`config.mk`:
```
export PLATFORM = sky130hd
export DESIGN_NAME = bht_resolver_flat
export DESIGN_NICKNAME = d
export VERILOG_FILES = /design/src/rtl/bht_resolver_if.sv /design/src/rtl/bht_resolver.sv /design/src/flat_wrapper.sv
export SDC_FILE = /design/constraint.sdc
export NUM_CORES = 1
export LEC_CHECK = 0
export BUFFER_PORTS_ARGS = -buffer_cell sky130_fd_sc_hd__buf_2
export CAP_MARGIN = 20
export CORE_MARGIN = 2
export CORE_UTILIZATION = 56
export DETAILED_ROUTE_END_ITERATION = 10
export PLACE_DENSITY_LB_ADDON = 0.3
export SYNTH_ARGS = -nofsm -noshare
export SYNTH_HDL_FRONTEND = slang
export SYNTH_SLANG_ARGS = --single-unit
```
`constraint.sdc`:
```
create_clock -name clk -period 5.7 [get_ports clk]
set_clock_uncertainty 0.1 [all_clocks]
set_input_delay 1.14 -clock clk [delete_from_list [all_inputs] [get_ports clk]]
set_output_delay 1.14 -clock clk [all_outputs]
set_load 0.02 [all_outputs]
```
`src/rtl/bht_resolver_if.sv`:
```
// Bus between fetch/execute and the BHT resolver.
//   master : fetch/execute side. It drives the prediction push and the resolve
//            report, and it receives the queue-full stall, the table update
//            and the redirect.
//   slave  : resolver side.
// Signals:
//   pred_push/pred_pc_4/pred_state/pred_new_pc  prediction recorded at fetch
//   res_valid/res_is_branch/res_taken/res_target outcome of the oldest entry
//   q_full                                        fetch must stall
//   update_en/update_pc_4/update_pc_remote/update_state_old/branch_succ
//                                                 one-cycle BHT write
//   redirect_valid/redirect_pc                    one-cycle flush/redirect
interface bht_resolver_if #(
  parameter int ADDR_W = 10
);
  logic              pred_push;
  logic [ADDR_W-1:0] pred_pc_4;
  logic [1:0]        pred_state;
  logic [ADDR_W-1:0] pred_new_pc;

  logic              res_valid;
  logic              res_is_branch;
  logic              res_taken;
  logic [ADDR_W-1:0] res_target;

  logic              q_full;

  logic              update_en;
  logic [ADDR_W-1:0] update_pc_4;
  logic [ADDR_W-1:0] update_pc_remote;
  logic [1:0]        update_state_old;
  logic              branch_succ;

  logic              redirect_valid;
  logic [ADDR_W-1:0] redirect_pc;

  modport master (
    output pred_push, pred_pc_4, pred_state, pred_new_pc,
    output res_valid, res_is_branch, res_taken, res_target,
    input  q_full,
    input  update_en, update_pc_4, update_pc_remote, update_state_old, branch_succ,
    input  redirect_valid, redirect_pc
  );

  modport slave (
    input  pred_push, pred_pc_4, pred_state, pred_new_pc,
    input  res_valid, res_is_branch, res_taken, res_target,
    output q_full,
    output update_en, update_pc_4, update_pc_remote, update_state_old, branch_succ,
    output redirect_valid, redirect_pc
  );
endinterface

```
`src/rtl/bht_resolver.sv`:
```
// Resolution-side partner of the branch history table.
// Every fetch-time prediction is recorded in an in-order circular queue. The
// execute stage resolves the oldest entry. Each resolved branch yields a
// one-cycle table update. A wrong next-PC yields a one-cycle redirect and
// flushes the whole queue.
// Ports:
//   clk, rst_n       clock and synchronous active-low reset
//   bus (slave)      prediction push, resolve report, q_full, update, redirect
//   br_cnt, mis_cnt  resolved branch and misprediction counters (wrapping)
//   overflow         sticky: a push was dropped because the queue was full
//   underflow        sticky: a resolve arrived while the queue was empty
module bht_resolver #(
  parameter int ADDR_W = 10,
  parameter int DEPTH  = 4,
  parameter int CNT_W  = 16
) (
  input  logic             clk,
  input  logic             rst_n,
  bht_resolver_if.slave    bus,
  output logic [CNT_W-1:0] br_cnt,
  output logic [CNT_W-1:0] mis_cnt,
  output logic             overflow,
  output logic             underflow
);

  localparam int PTR_W = $clog2(DEPTH);
  localparam logic [PTR_W:0] FULL_CNT = (PTR_W+1)'(DEPTH);

  typedef struct packed {
    logic [ADDR_W-1:0] pc_4;
    logic [1:0]        state;
    logic [ADDR_W-1:0] new_pc;
  } entry_t;

  entry_t           mem [DEPTH];
  logic [PTR_W-1:0] rptr, wptr;
  logic [PTR_W:0]   count;

  entry_t            head;
  logic              full;
  logic              res_accept;
  logic              res_empty;
  logic [ADDR_W-1:0] act_pc;
  logic              mispred;
  logic              push_ok;
  logic              push_ovf;
  logic [PTR_W:0]    count_next;

  logic              update_en_p1;
  logic [ADDR_W-1:0] update_pc_4_p1;
  logic [ADDR_W-1:0] update_pc_remote_p1;
  logic [1:0]        update_state_old_p1;
  logic              branch_succ_p1;
  logic              redirect_valid_p1;
  logic [ADDR_W-1:0] redirect_pc_p1;

  assign head = mem[rptr];
  assign full = (count == FULL_CNT);

  always_comb begin
    res_accept = 1'b0;
    res_empty  = 1'b0;
    act_pc     = head.pc_4;
    mispred    = 1'b0;
    push_ok    = 1'b0;
    push_ovf   = 1'b0;
    count_next = count;

    res_accept = bus.res_valid && (count != '0);
    res_empty  = bus.res_valid && (count == '0);

    if (bus.res_is_branch && bus.res_taken)
      act_pc = bus.res_target;
    mispred = res_accept && (act_pc != head.new_pc);

    // A resolve in the same cycle frees a slot, so a full queue can still
    // take a push. During a flush the push is wrong-path: it is dropped
    // quietly and does not count as an overflow.
    push_ok  = bus.pred_push && (!full || res_accept) && !mispred;
    push_ovf = bus.pred_push && full && !res_accept;

    case ({push_ok, res_accept})
      2'b10:   count_next = count + (PTR_W+1)'(1);
      2'b01:   count_next = count - (PTR_W+1)'(1);
      default: count_next = count;
    endcase
  end

  // Queue storage is not reset; only the pointers and the count say which
  // entries are live.
  always_ff @(posedge clk) begin
    if (rst_n && push_ok)
      mem[wptr] <= '{pc_4: bus.pred_pc_4, state: bus.pred_state, new_pc: bus.pred_new_pc};
  end

  // ---- stage p1: registered update/redirect strobes, pointers, counters ----
  always_ff @(posedge clk) begin
    if (!rst_n) begin
      rptr                <= '0;
      wptr                <= '0;
      count               <= '0;
      br_cnt              <= '0;
      mis_cnt             <= '0;
      overflow            <= 1'b0;
      underflow           <= 1'b0;
      update_en_p1        <= 1'b0;
      update_pc_4_p1      <= '0;
      update_pc_remote_p1 <= '0;
      update_state_old_p1 <= '0;
      branch_succ_p1      <= 1'b0;
      redirect_valid_p1   <= 1'b0;
      redirect_pc_p1      <= '0;
    end else begin
      if (mispred) begin
        rptr  <= '0;
        wptr  <= '0;
        count <= '0;
      end else begin
        if (push_ok)    wptr <= wptr + PTR_W'(1);
        if (res_accept) rptr <= rptr + PTR_W'(1);
        count <= count_next;
      end

      if (push_ovf)  overflow  <= 1'b1;
      if (res_empty) underflow <= 1'b1;

      update_en_p1 <= res_accept && bus.res_is_branch;
      if (res_accept && bus.res_is_branch) begin
        update_pc_4_p1      <= head.pc_4;
        update_pc_remote_p1 <= bus.res_target;
        update_state_old_p1 <= head.state;
        branch_succ_p1      <= bus.res_taken;
        br_cnt              <= br_cnt + CNT_W'(1);
      end

      redirect_valid_p1 <= mispred;
      if (mispred) begin
        redirect_pc_p1 <= act_pc;
        if (bus.res_is_branch)
          mis_cnt <= mis_cnt + CNT_W'(1);
      end
    end
  end

  assign bus.q_full           = full;
  assign bus.update_en        = update_en_p1;
  assign bus.update_pc_4      = update_pc_4_p1;
  assign bus.update_pc_remote = update_pc_remote_p1;
  assign bus.update_state_old = update_state_old_p1;
  assign bus.branch_succ      = branch_succ_p1;
  assign bus.redirect_valid   = redirect_valid_p1;
  assign bus.redirect_pc      = redirect_pc_p1;

endmodule

```
`src/flat_wrapper.sv`:
```
// flat-port wrapper written by rule: the top's interface ports become plain ports
module bht_resolver_flat 
#(
  parameter int ADDR_W = 10,
  parameter int DEPTH  = 4,
  parameter int CNT_W  = 16
)
  (clk, rst_n, br_cnt, mis_cnt, overflow, underflow, bus_pred_push, bus_pred_pc_4, bus_pred_state, bus_pred_new_pc, bus_res_valid, bus_res_is_branch, bus_res_taken, bus_res_target, bus_q_full, bus_update_en, bus_update_pc_4, bus_update_pc_remote, bus_update_state_old, bus_branch_succ, bus_redirect_valid, bus_redirect_pc);
  bht_resolver_if #(.ADDR_W(ADDR_W)) bus_i ();
  input  logic clk;
  input  logic rst_n;
  output logic [CNT_W-1:0] br_cnt;
  output logic [CNT_W-1:0] mis_cnt;
  output logic overflow;
  output logic underflow;
  input wire logic [$bits(bus_i.pred_push)-1:0] bus_pred_push;
  input wire logic [$bits(bus_i.pred_pc_4)-1:0] bus_pred_pc_4;
  input wire logic [$bits(bus_i.pred_state)-1:0] bus_pred_state;
  input wire logic [$bits(bus_i.pred_new_pc)-1:0] bus_pred_new_pc;
  input wire logic [$bits(bus_i.res_valid)-1:0] bus_res_valid;
  input wire logic [$bits(bus_i.res_is_branch)-1:0] bus_res_is_branch;
  input wire logic [$bits(bus_i.res_taken)-1:0] bus_res_taken;
  input wire logic [$bits(bus_i.res_target)-1:0] bus_res_target;
  output wire logic [$bits(bus_i.q_full)-1:0] bus_q_full;
  output wire logic [$bits(bus_i.update_en)-1:0] bus_update_en;
  output wire logic [$bits(bus_i.update_pc_4)-1:0] bus_update_pc_4;
  output wire logic [$bits(bus_i.update_pc_remote)-1:0] bus_update_pc_remote;
  output wire logic [$bits(bus_i.update_state_old)-1:0] bus_update_state_old;
  output wire logic [$bits(bus_i.branch_succ)-1:0] bus_branch_succ;
  output wire logic [$bits(bus_i.redirect_valid)-1:0] bus_redirect_valid;
  output wire logic [$bits(bus_i.redirect_pc)-1:0] bus_redirect_pc;
  assign bus_i.pred_push = bus_pred_push;
  assign bus_i.pred_pc_4 = bus_pred_pc_4;
  assign bus_i.pred_state = bus_pred_state;
  assign bus_i.pred_new_pc = bus_pred_new_pc;
  assign bus_i.res_valid = bus_res_valid;
  assign bus_i.res_is_branch = bus_res_is_branch;
  assign bus_i.res_taken = bus_res_taken;
  assign bus_i.res_target = bus_res_target;
  assign bus_q_full = bus_i.q_full;
  assign bus_update_en = bus_i.update_en;
  assign bus_update_pc_4 = bus_i.update_pc_4;
  assign bus_update_pc_remote = bus_i.update_pc_remote;
  assign bus_update_state_old = bus_i.update_state_old;
  assign bus_branch_succ = bus_i.branch_succ;
  assign bus_redirect_valid = bus_i.redirect_valid;
  assign bus_redirect_pc = bus_i.redirect_pc;
  bht_resolver #(.ADDR_W(ADDR_W), .DEPTH(DEPTH), .CNT_W(CNT_W)) u_core (.clk(clk), .rst_n(rst_n), .bus(bus_i), .br_cnt(br_cnt), .mis_cnt(mis_cnt), .overflow(overflow), .underflow(underflow));
endmodule
```
==> results by group, run 1 <==
Outcome
  – Status: finished, final reports clean

Setup path
  – Required time worst endpoint: 5910 ps
  – Worst Path Class, Setup: flop to flop
  – Crit Path Max Fanout: 24
  – Crit-path leading delay family: multiplexers
  – Worst R2R Setup Slack: 1360 ps
  – CP max-delay cell: dfxtp_1
  – Buf+Inv Stages, Crit Path: 3
  – Crit path DAT: 4550 ps
  – Worst r2r path cells: 15
  – Cell Chain, Critical Path: buf_4 > mux4_2 > mux2i_1 > xor2_1 > and4_1 > a31oi_2 > buf_4 > or2_1 > ha_1 > inv_1 > fa_1 > xor2_1 > nor2_1 > xnor2_1 > nor2_1
  – Slowest stage delay, CP: 710 ps
  – CP Launch Type: flop
  – CP Capture Type: flop
  – CP endpoint: u_core.count[2]
  – Critical R2R Capture: u_core.count[2]
  – Critical Path Stages: 15

Global routing
  – First-pass GRT wire length: 22500 µm
  – Largest net degree at the start of global routing: 72
  – Vias in the first global route: 4298
  – All-Layer GR Usage: 0.236
  – Antenna violations before repair: 0
  – Grt ovf: 0

Min path
  – Worst hold path depth: 2
  – Hold Crit Class: flop to flop

Placement
  – Port Buf Inserts: 107
  – HPWL Detailed: 9900 µm
  – Placer Congestion: approximately 0.80
  – Dpl ws: between 1000 and 1500 ps
  – Dpl cell area: 7270 µm²
  – Placed Cells: 751

Timing
  – RSZ-0062 raised after global routing: no
  – Final setup vio count: 0
  – Period utilization: 0.762
  – Max Fclk: about 230 MHz
  – Hold_ws: 351 ps
  – Sum Neg Setup Slack: 0 ps
  – Setup ws final: 1360 ps
  – Pin slew with the least headroom to its limit: 900 ps
  – Pins Over Slew Limit: 0
  – Worst-case headroom to the max-slew limit: 0.399
  – Post-route minimum period: 4340 ps
  – Final Hold Viols: 0

Synth
  – Yosys reg bits: approximately 170
  – Syn nets: 560
  – Yosys Warn Count: 0
  – Mux cell area share after synthesis: 0.0954
  – Adder-cell share of the synthesized area: 0.0163
  – Simple-Gate Fraction of Synth Area: 0.112
  – Synth Area in Compound Gates: 0.0683
  – Synth Area in XOR/XNOR: 0.0451
  – Post-synth EDFFs: 88
  – Register area share after synthesis: 0.637
  – Cell variety after synth: 45
  – FFs w/ async S/R, synth: 0
  – Cell count after synthesis: 514
  – Cell Area, Synth: 6600 µm²
  – Syn Area/Cell: 12.8 µm²
  – Largest family of logic cells by synthesized area: simple AND/OR/NAND/NOR gates
  – Ys flop type: edfxtp_1

Final layout
  – Commonest non-fill, non-tap cells in the layout: buf_2 (107), edfxtp_1 (88), dfxtp_1 (78), nand2_1 (61), nor2_1 (47)
  – Commonest non-fill, non-tap cell in the layout: buf_2
  – Post-Layout Cell Count: 784
  – Final Cell Area: 7890 µm²
  – Final #Nets: roughly 670
  – Area added between synthesis and finish: 19.5%
  – Share of cells above drive strength 1: 0.285
  – N_diodes: 0

Route
  – DR WL/cell: 18.3 µm
  – Via count: 4368
  – DRC viols: 0
  – Drt pass-1 iters: 5
  – Vias/cell: between 5 and 6
  – DRT iter0 DRCs: 393
  – WL final: around 14000 µm
  – Final ANT Viol Nets: 0

Floorplanning
  – Boundary Pins: 108
  – Core area: 11500 µm²
  – Initial Utilization: 0.575
  – Die X: around 110 µm
  – Die Height: approximately 110 µm
  – Die ar.: 12700 µm²
  – Cell Rows: 39

Power and ir drop
  – Leakage: 2.98 nW
  – Net Switching: about 0.82 mW
  – Peak VDD IR: 0.000350 V
  – Sw Ratio: 0.269
  – Power Density: 386 nW/µm²
  – Power Internal: between 2 and 2.5 mW
  – Combinational Power Share: 0.163
  – Clock power share: 0.368
  – Reg power frac: 0.469

CTS
  – Post-CTS Resized: 0
  – Clock tree buffer depth: 2
  – Worst-Skew Late Latency: around 420 ps
  – CTS tree: built
  – H-tree depth reported by CTS: 4
  – CTS Hold Bufs: 0
  – Count of clock tree sinks: 166
  – Post-CTS setup buffer count: 0
  – Root Buffer: clkbuf_16
  – Reg clk slew, reported paths: about 60 ps
  – Num CTS Buffers: 17

Flow run
  – MaxCap Viol Count: 0
worst min-delay path by stage:
stage,start,endpoint,slack [ps]
finish,u_core.bus.update_pc_4[9],u_core.bus.update_pc_4[9],350
global route,u_core.bus.update_pc_remote[0],u_core.bus.update_pc_remote[0],380
CTS,u_core.bus.update_state_old[0],u_core.bus.update_state_old[0],350
detailed placement,u_core.bus.update_state_old[0],u_core.bus.update_state_old[0],340
global placement,u_core.bus.update_pc_remote[9],u_core.bus.update_pc_remote[9],340
floorplan,u_core.rptr[1],flop,350
metrics by stage:
step                      utilization  power [mW]
after CTS                       0.686        3.06
after global routing            0.688        3.17
after floorplan                     -        1.77
final                           0.688        3.04
after global placement          0.634        1.93
after detailed placement        0.634        1.95
Yosys cell counts, types with 12 or more instances:
library cell  number  share of area
edfxtp_1          88           0.40
dfxtp_1           78           0.24
nand2_1           61          0.035
nor2_1            47          0.027
a21oi_1           39          0.030
mux4_2            22          0.075
xor2_1            22          0.029
inv_1             17         0.0097
clkbuf_1          14         0.0080
mux2i_1           12          0.018
xnor2_1           12          0.016
registers in the layout, indices dropped and copies added, names as in the netlist, 2 cells and up, named ones only:
name	cells
u_core.bus.update_state_old	2
u_core.bus.update_pc_4	10
u_core.mis_cnt	16
u_core.mem	88
u_core.wptr	2
u_core.bus.update_pc_remote	10
u_core.bus.redirect_pc	10
u_core.rptr	2
u_core.br_cnt	16
u_core.count	3
cells by family (layout without fill, tap and decap cells):
| logic type | count (synthesis) | count (layout) |
|---|---|---|
| XOR/XNOR | 34 | 34 |
| flip-flops | 166 | 166 |
| AO/OA/AOI/OAI | 70 | 70 |
| adder cells (fa/ha/maj) | 8 | 8 |
| multiplexers | 35 | 35 |
| buffers and inverters | 39 | 166 |
| AND/OR/NAND/NOR | 162 | 162 |
layout make-up:
type | count | area, µm²
flip-flops and latches | 166 | 4200
fillers | 822 | 3580
multi-input cells | 309 | 2220
repair buffers | 116 | 616
clock buffers | 25 | 528
well taps | 143 | 179
clock inverters | 7 | 66.3
inverters | 18 | 67.6
power by group through the flow:
stage                     sequential (mW)  clock [mW]  combinational [mW]
final                                1.43        1.12               0.497
after global routing                 1.44        1.19               0.544
after CTS                            1.43        1.14               0.496
after detailed placement             1.45           0               0.492
after global placement               1.45           0               0.480
after floorplan                      1.50           0               0.273
metal layers:
layer / routed length (µm) / vias to the layer above / track usage
li1: - / 2085 / -
met1: 5970 / 2141 / 0.305
met2: 7340 / 126 / 0.384
met3: 744 / 16 / 0.0518
met4: 253 / 0 / 0.111
met5: 0 / - / 0
worst min-delay path, stage by stage (launching register included):
cell and delay, ps:
dfxtp_1 300, nand2_1 50, a21oi_1 50
Power figures use the tool's default switching activity.
==> inputs of run 2 (changes only) <==
--- a/config.mk
+++ b/config.mk
@@ -5,6 +5,7 @@
 export SDC_FILE = /design/constraint.sdc
 export NUM_CORES = 1
 export LEC_CHECK = 0
+export ABC_AREA = 1
 export BUFFER_PORTS_ARGS = -buffer_cell sky130_fd_sc_hd__buf_2
 export CAP_MARGIN = 20
 export CORE_MARGIN = 2
==> constraint.sdc (replaced) <==
create_clock -name clk -period 4.3 [get_ports clk]
set_clock_uncertainty 0.1 [all_clocks]
set_input_delay 0.86 -clock clk [delete_from_list [all_inputs] [get_ports clk]]
set_output_delay 0.86 -clock clk [all_outputs]
set_load 0.02 [all_outputs]
==> run 2 against run 1 <==
Net effect:
- wire length grew 15%
- critical path depth up 4
- critical endpoint is now u_core.count[1]
- combinational power grew 110%
- critical path type unchanged
==> results by group, run 2 <==
CTS
  – Count of clock tree sinks: 166 (unchanged)
  – Root Buffer: clkbuf_16
  – Post-CTS setup buffer count: 0 (unchanged)
  – Post-CTS Resized: 0 (unchanged)
  – Worst-Skew Late Latency: 430 ps (about the same)
  – H-tree depth reported by CTS: 4 (unchanged)
  – CTS tree: built
  – Clock tree buffer depth: 2 (unchanged)
  – Reg clk slew, reported paths: 60 ps (about the same)
  – CTS Hold Bufs: 0 (unchanged)
  – Num CTS Buffers: 17 (unchanged)

Route
  – WL final: 16500 µm (+15%)
  – Via count: 5743 (+31%)
  – DRC viols: 0 (unchanged)
  – DR WL/cell: 15.6 µm (-14%)
  – Vias/cell: 5.45 (-2.2%)
  – Drt pass-1 iters: 7 (+2)
  – DRT iter0 DRCs: 484 (+23%)
  – Final ANT Viol Nets: 0 (unchanged)

Placement
  – Dpl ws: 514 ps (-775 ps)
  – Port Buf Inserts: 107 (unchanged)
  – HPWL Detailed: 11000 µm (+11%)
  – Placer Congestion: 0.809 (+1.2%)
  – Placed Cells: 1022 (+36%)

Setup path
  – Worst Path Class, Setup: flop to flop
  – CP most frequent cell: nand2_1
  – CP max-delay cell: inv_2
  – Crit path DAT: 3880 ps (-670 ps)
  – Required time worst endpoint: 4560 ps (-1350 ps)
  – CP Capture Type: flop
  – Slowest stage delay, CP: 530 ps (-180 ps)
  – CP Launch Type: flop
  – Cell Chain, Critical Path: buf_4 > inv_2 > nand2_1 > nand3_1 > nand3_1 > nand2_1 > nand2_1 > nand2_1 > nand2_1 > nor2_2 > nand3_4 > nand2_4 > nand2_1 > ha_1 > inv_1 > fa_1 > nand2_1 > o21ai_0 > nor2_1
  – Crit Path Max Fanout: 38 (+58%)

Final layout
  – Area added between synthesis and finish: 17.1%
  – Commonest non-fill, non-tap cells in the layout: nand2_1 (194), buf_2 (107), edfxtp_1 (88), nand3_1 (81), dfxtp_1 (78)
  – Top flop regs: u_core.mem x88, u_core.br_cnt x16, u_core.mis_cnt x16
  – Most flops, register: u_core.mem
  – Share of cells above drive strength 1: 0.213 (-0.0721)
  – Post-Layout Cell Count: 1054 (+34%)
  – Final #Nets: 915 (+36%)
  – Max reg flops: 88 (unchanged)
  – Commonest non-fill, non-tap cell in the layout: nand2_1

Timing
  – Final Hold Viols: 0 (unchanged)
  – Hold_ws: 357 ps (+5.60 ps)
  – Final setup vio count: 0 (unchanged)
  – Post-route minimum period: 3620 ps (-723 ps)
  – Worst-case headroom to the max-slew limit: 0.376 (-0.0232)
  – Setup ws final: 680 ps (-677 ps)
  – RSZ-0062 raised after global routing: no
  – Max Fclk: 276 MHz (+20%)
  – Pins Over Slew Limit: 0 (unchanged)
  – Period utilization: 0.842 (+0.0800)
  – Pin slew with the least headroom to its limit: 931 ps (+31.2 ps)
  – Sum Neg Setup Slack: 0 ps (unchanged)

Synth
  – Adder-cell share of the synthesized area: 0.0152 (-0.00114)
  – Simple-Gate Fraction of Synth Area: 0.239 (+0.127)
  – Most frequent cell after synthesis: nand2_1
  – Top post-synthesis cells by count: nand2_1 (194), edfxtp_1 (88), nand3_1 (81)
  – Mux cell area share after synthesis: 0 (-0.0954)
  – Cell variety after synth: 39 (-13%)
  – Post-synth EDFFs: 88 (unchanged)
  – Yosys reg bits: 166 (unchanged)
  – Cell Area, Synth: 7090 µm² (+7.5%)
  – Ys flop type: edfxtp_1
  – Register area share after synthesis: 0.593 (-0.0445)
  – Synth Area in XOR/XNOR: 0.0235 (-0.0217)
  – Syn nets: 809 (+44%)
  – Synth top area share: 0.373 (-0.0280)
  – Cell taking the most area after synthesis: edfxtp_1
  – Syn Area/Cell: 9.30 µm² (-28%)
  – FFs w/ async S/R, synth: 0 (unchanged)
  – Largest family of logic cells by synthesized area: simple AND/OR/NAND/NOR gates
  – Synth Area in Compound Gates: 0.0725 (+0.00423)
  – Synth top area cells: edfxtp_1 (37%), dfxtp_1 (22%), nand2_1 (10%)
  – Yosys Warn Count: 0 (unchanged)
  – Cell count after synthesis: 763 (+48%)

Power and ir drop
  – Leakage: 3.50 nW (+17%)
  – Power Density: 524 nW/µm² (+36%)
  – Final Total Pwr: 4.36 mW (+43%)
  – Peak VDD IR: 0.000294 V (-16%)

Global routing
  – First-pass GRT wire length: 25900 µm (+15%)
  – Antenna violations before repair: 2 (+2)
  – Vias in the first global route: 5419 (+26%)
  – Largest net degree at the start of global routing: 39 (-46%)
  – Grt ovf: 0 (unchanged)
  – All-Layer GR Usage: 0.251 (+0.0146)

Floorplanning
  – Die ar.: 13600 µm² (+7.2%)
  – Die Height: 117 µm (+3.6%)
  – Boundary Pins: 108 (unchanged)
  – Core area: 12500 µm² (+9.2%)
  – Cell Rows: 41 (+5.1%)
  – Initial Utilization: 0.567 (-0.00867)
  – Die X: 117 µm (+3.6%)

Flow run
  – MaxCap Viol Count: 0 (unchanged)

Outcome
  – Status: finished, final reports clean

Min path
  – Hold Crit Class: flop to flop
## run 2: cell families after synthesis
| kind of cell | Yosys count |
|---|---|
| buffers and inverters | 89 |
| AO/OA/AOI/OAI | 93 |
| XOR/XNOR | 19 |
| flip-flops | 166 |
| adder cells (fa/ha/maj) | 8 |
| AND/OR/NAND/NOR | 388 |
## run 2: path summary, 6_finish.rpt
check / startpoint / endpoint / slack [ps] / cells after the start
max: flop / u_core.count[1] / 680 / 19
min reg2reg: u_core.overflow / u_core.overflow / 360 / 2
max reg2reg: flop / u_core.count[1] / 680 / 19
min: u_core.overflow / u_core.overflow / 360 / 2
## run 2: layout make-up
type / instances / area, µm²
timing repair buffer: 118 / 618
multi-input combinational: 508 / 2490
fill: 1024 / 4210
clock buffer: 21 / 450
tap: 172 / 215
inverter: 58 / 218
sequential: 166 / 4200
clock inverter: 10 / 106
antenna: 1 / 2.50
## run 2: worst max-delay path: cells and delay by family (launching register included)
| kind | cells | cell delay (ps) |
|---|---|---|
| and+or+nand+nor | 13 | 1570 |
| buffers and inverters | 3 | 830 |
| AOI/OAI and AO/OA | 1 | 70 |
| DFF | 1 | 290 |
| adders and majority gates | 2 | 620 |
## run 2: power by group
| group | switching [mW] | leakage (nW) | internal (mW) |
|---|---|---|---|
| clock network | 0.577 | 0.266 | 0.859 |
| logic | 0.719 | 1.80 | 0.301 |
| registers | 0.0724 | 1.43 | 1.83 |
| total | 1.37 | 3.50 | 2.99 |
## run 2: metal layers
metal,track usage,wire length [µm]
met1,0.302,6600
met2,0.430,8110
met3,0.0607,1340
met4,0.113,397
met5,0,13
## run 2: stage by stage
stage / instance area (µm²) / utilization
floorplan: 7090 / -
global placement: 7750 / 0.619
detailed placement: 7750 / 0.619
CTS: 8310 / 0.664
global route: 8310 / 0.664
finish: 8310 / 0.664
